### src/rtl/ram_port_arbiter.sv
// rtl/ram_port_arbiter.sv - round-robin arbiter sharing one synchronous RAM port among N_REQ requesters
// Build option ARB_FIXED_PRIO_EN: fixed priority (requester 0 highest) instead of round-robin.
module ram_port_arbiter #(
    parameter int N_REQ  = 4,
    parameter int AW     = 6,
    parameter int DW     = 8,
    parameter int RD_LAT = 2
) (
    input  logic                               clk,
    input  logic                               rst,
    input  logic [N_REQ-1:0]                   req,
    input  logic [N_REQ-1:0]                   we,
    input  logic [N_REQ*AW-1:0]                addr,
    input  logic [N_REQ*DW-1:0]                wdata,
    output logic [N_REQ-1:0]                   gnt,
    output logic [AW-1:0]                      ram_addr,
    output logic [DW-1:0]                      ram_din,
    output logic                               ram_mode,
    input  logic [DW-1:0]                      ram_dout,
    output logic                               rvalid,
    output logic [DW-1:0]                      rdata,
    output logic [((N_REQ > 1) ? $clog2(N_REQ) : 1)-1:0] rid
);

    localparam int IW = (N_REQ > 1) ? $clog2(N_REQ) : 1;

    logic [IW-1:0] win;
    logic          xfer;

`ifdef ARB_FIXED_PRIO_EN
    always_comb begin
        gnt  = '0;
        win  = '0;
        xfer = 1'b0;
        for (int k = 0; k < N_REQ; k++) begin
            if (!xfer && req[k]) begin
                gnt[k] = 1'b1;
                win    = IW'(k);
                xfer   = 1'b1;
            end
        end
    end
`else
    localparam logic [IW:0] NR = (IW+1)'(N_REQ);

    logic [IW-1:0] ptr;
    logic [IW:0]   idx;

    // Search upward from ptr, wrapping at N_REQ (which need not be a power of two).
    always_comb begin
        gnt  = '0;
        win  = '0;
        xfer = 1'b0;
        idx  = '0;
        for (int k = 0; k < N_REQ; k++) begin
            idx = {1'b0, ptr} + (IW+1)'(k);
            if (idx >= NR) begin
                idx = idx - NR;
            end
            if (!xfer && req[idx[IW-1:0]]) begin
                gnt[idx[IW-1:0]] = 1'b1;
                win              = idx[IW-1:0];
                xfer             = 1'b1;
            end
        end
    end

    always_ff @(posedge clk or posedge rst) begin
        if (rst) begin
            ptr <= '0;
        end else if (xfer) begin
            ptr <= (win == IW'(N_REQ-1)) ? '0 : win + 1'b1;
        end
    end
`endif

    // Idle cycles issue a harmless read of the held address; ram_mode never stays high.
    always_ff @(posedge clk or posedge rst) begin
        if (rst) begin
            ram_addr <= '0;
            ram_din  <= '0;
            ram_mode <= 1'b0;
        end else begin
            ram_mode <= xfer & we[win];
            if (xfer) begin
                ram_addr <= addr[win*AW +: AW];
                ram_din  <= wdata[win*DW +: DW];
            end
        end
    end

    logic [RD_LAT:0] pv;
    logic [IW-1:0]   pid [RD_LAT+1];

    always_ff @(posedge clk or posedge rst) begin
        if (rst) begin
            pv <= '0;
            for (int s = 0; s <= RD_LAT; s++) begin
                pid[s] <= '0;
            end
        end else begin
            pv     <= {pv[RD_LAT-1:0], xfer & ~we[win]};
            pid[0] <= win;
            for (int s = 1; s <= RD_LAT; s++) begin
                pid[s] <= pid[s-1];
            end
        end
    end

    assign rvalid = pv[RD_LAT];
    assign rid    = pid[RD_LAT];
    assign rdata  = rvalid ? ram_dout : '0;

endmodule

### config.mk
export PLATFORM = sky130hd
export DESIGN_NAME = ram_port_arbiter
export DESIGN_NICKNAME = d
export VERILOG_FILES = /design/src/rtl/ram_port_arbiter.sv
export SDC_FILE = /design/constraint.sdc
export NUM_CORES = 1
export LEC_CHECK = 0
export BUFFER_PORTS_ARGS = -buffer_cell sky130_fd_sc_hd__buf_4
export CORE_MARGIN = 3
export CORE_UTILIZATION = 40
export CTS_BUF_LIST = sky130_fd_sc_hd__clkbuf_8 sky130_fd_sc_hd__clkbuf_16
export CTS_CLUSTER_DIAMETER = 80
export DETAILED_ROUTE_END_ITERATION = 16
export PLACE_DENSITY_LB_ADDON = 0.25
export SYNTH_ARGS = -nofsm -noshare
export SYNTH_HDL_FRONTEND = slang
export SYNTH_SLANG_ARGS = --single-unit
### constraint.sdc
create_clock -name clk -period 2.7 [get_ports clk]
set_input_delay 0.405 -clock clk [delete_from_list [all_inputs] [get_ports clk]]
set_output_delay 0.405 -clock clk [all_outputs]
set_load 0.1 [all_outputs]
==> metrics.txt <==
status=completed; dpl hpwl=4310 µm; pin count of the biggest net entering global routing=27; vias in the first global route=1870; Max clock buf depth=2; Routed wire per std cell=16.6 µm; 1st-iter DRT viols=91; register area share after synthesis=36.1%; synth top area cells=dfrtp_1 (36%), nand3_1 (7.8%), o211a_1 (7.8%), o32a_1 (7.8%), o21ai_0 (5.8%); fin crit period=2.58 ns; endpoint type of the worst setup path=output port; share of cells above drive strength 1=48.6%; Yosys cell types=38; post-synthesis cell area=1800 µm²; Setup crit start kind=register; crit path DAT=2.18 ns; Hold WC Path Type=in2async; CTS Root Cell=clkbuf_8; row cnt=23; filler instances=351; Critical Path RT=2.30 ns; share of the synthesized area in the top cell type=36.1%; reg2reg setup slack=0.15 ns; drc violations=0; Final setup violation count=0; Crit Path Max Fanout=7; first-pass GRT wire length=8440 µm; final wirelength=5610 µm; CTS tree=done; initial antenna violation count=0; Core ar.=4170 µm²; most frequent cells in the layout=buf_4 (112), nand3_1 (28), dfrtp_1 (25), o21ai_0 (16); Yosys reg bits=26; Max Cap Viol=0; num ports=104; CTS sink cnt=26; Die H=73.2 µm; routed vias=1941; footprint of the multi-input gates=1120 µm²; Slew Limit Fails=0; Net count, final=370; RePlAce Congestion=0.820; area leader, netlist=dfrtp_1; final setup margin=0.117 ns; starting density of the core=43.2%; skew final=0.00606 ns; Avg Synthesized Cell Area=9.70 µm²; grt ovf=0; clk_lat worst skew=0.27 ns; FMAX=387 MHz; Reg area=652 µm²; Worst-path clk slew=0.09 ns; first-pass iteration count of the detailed router=4; All-Layer GR Usage=20.1%; Worst Max-Slew Pin Slew=1.08 ns; period utilization=95.7%; vias per inst=5.74; Post-Syn Instances=186; # H-tree levels=1; slew margin rel.=27.8%; PortBufs=103; Hold Buf Count CTS=0; setup tns final=0 ns; commonest non-fill, non-tap cell in the layout=buf_4; Syn Nets=266; Place WS=-0.0164 ns; RSZ-0062 raised after global routing=false; Antenna diodes=0; die area=5350 µm²; Routed Antenna Nets=0; Chip Width=73.2 µm; Layout area overhead=55.1%; CTS Buf Count=3; Syn. warnings=0; WS Path Type=reg2out; final hold vios=0
## synth_stat cells
cell type  number
nor3b_1         2
mux4_2          3
o21bai_1        1
o21a_4          1
clkbuf_1        5
nor2_8          1
nor2_1          4
nor3_1          1
nor2b_1         1
nand2_1         6
a221oi_1        1
o211a_1        14
buf_2           7
nor2b_2         1
a22o_1          1
a21oi_1         2
buf_6           2
xnor2_1         1
o21ai_0        21
o211ai_1        1
o32a_1         14
inv_4           1
inv_1           5
o22ai_1         1
ha_1            6
buf_4           2
o311ai_1        1
a211oi_1        1
and3b_1         2
nand3_1        28
dfrtp_1        26
and2_4          1
clkbuf_2        1
mux2i_1         3
and2_1          8
a22oi_1         8
a21bo_2         1
nor4_1          1
## cell type report
| type | count | area share [%] |
|---|---|---|
| multi-input combinational | 137 | 39.9 |
| timing repair buffer | 116 | 32.1 |
| sequential | 26 | 23.3 |
| tap | 50 | 2.24 |
| clock buffer | 3 | 1.48 |
| inverter | 6 | 0.984 |
## per-layer routing
| layer | global-route usage, % | routed length (µm) | vias to the layer above | part of all wire [%] |
|---|---|---|---|---|
| met1 | 24.8 | 2210 | 917 | 39 |
| met3 | 6.89 | 596 | 2 | 11 |
| met2 | 35.1 | 2790 | 104 | 50 |
| li1 | - | - | 918 | - |
| met4 | 2.05 | 17 | 0 | 0.30 |
| met5 | 0 | 0 | - | 0 |
## registers in the layout, indices dropped and copies added (netlist names)
name      cells
pid           4
ram_din       8
ram_mode      1
pv            3
ptr           2
rid           2
ram_addr      6
## cells by family (layout without fill, tap and decap cells)
family / Yosys count / after routing / share of synthesized area [%]
adder cells (fa/ha/maj): 6 / 6 / 4.16
AO/OA/AOI/OAI: 68 / 68 / 29.7
buffers and inverters: 23 / 125 / 6.73
multiplexers: 6 / 6 / 5.41
flip-flops: 26 / 26 / 36.1
AND/OR/NAND/NOR: 56 / 56 / 17.5
XOR/XNOR: 1 / 1 / 0.486
## through the flow
step,cells,utilization [%],hold slack (ns),area (µm²)
6_report,338,67.0,0.195,2800
5_1_grt,338,67.0,0.218,2800
4_1_cts,334,66.1,0.202,2760
3_5_place_dp,331,64.6,0.336,2700
3_3_place_gp,331,64.6,0.333,2700
2_1_floorplan,186,-,0.331,1910
## repair_timing
| action | CTS | global route |
|---|---|---|
| pin swaps | 0 | 1 |
| endpoints found under the setup margin | 18 | 18 |
| buffers inserted | 0 | 4 |
| gates resized for setup | 6 | 3 |
## critical path, cell delays in order (launching register included)
cell     delay, ns
dfrtp_2       0.43
inv_4         0.07
ha_4          0.31
mux4_2        0.37
nor2b_4       0.24
a22oi_2       0.10
o21ai_4       0.15
buf_6         0.23
## worst paths after layout
path	start	end	cells after the start
min reg2reg	pv[1]	pv[2]	0
min	rst	ram_addr[1]	3
max in group asynchronous	rst	ptr[0]	3
min in group clk	pv[1]	pv[2]	0
max reg2reg	ptr[1]	ram_din[2]	7
max	ptr[0]	gnt[2]	7
Power is left out: the tool's default activity adds up to more than one toggle a clock period on the data nets, which glitch-free logic cannot reach.
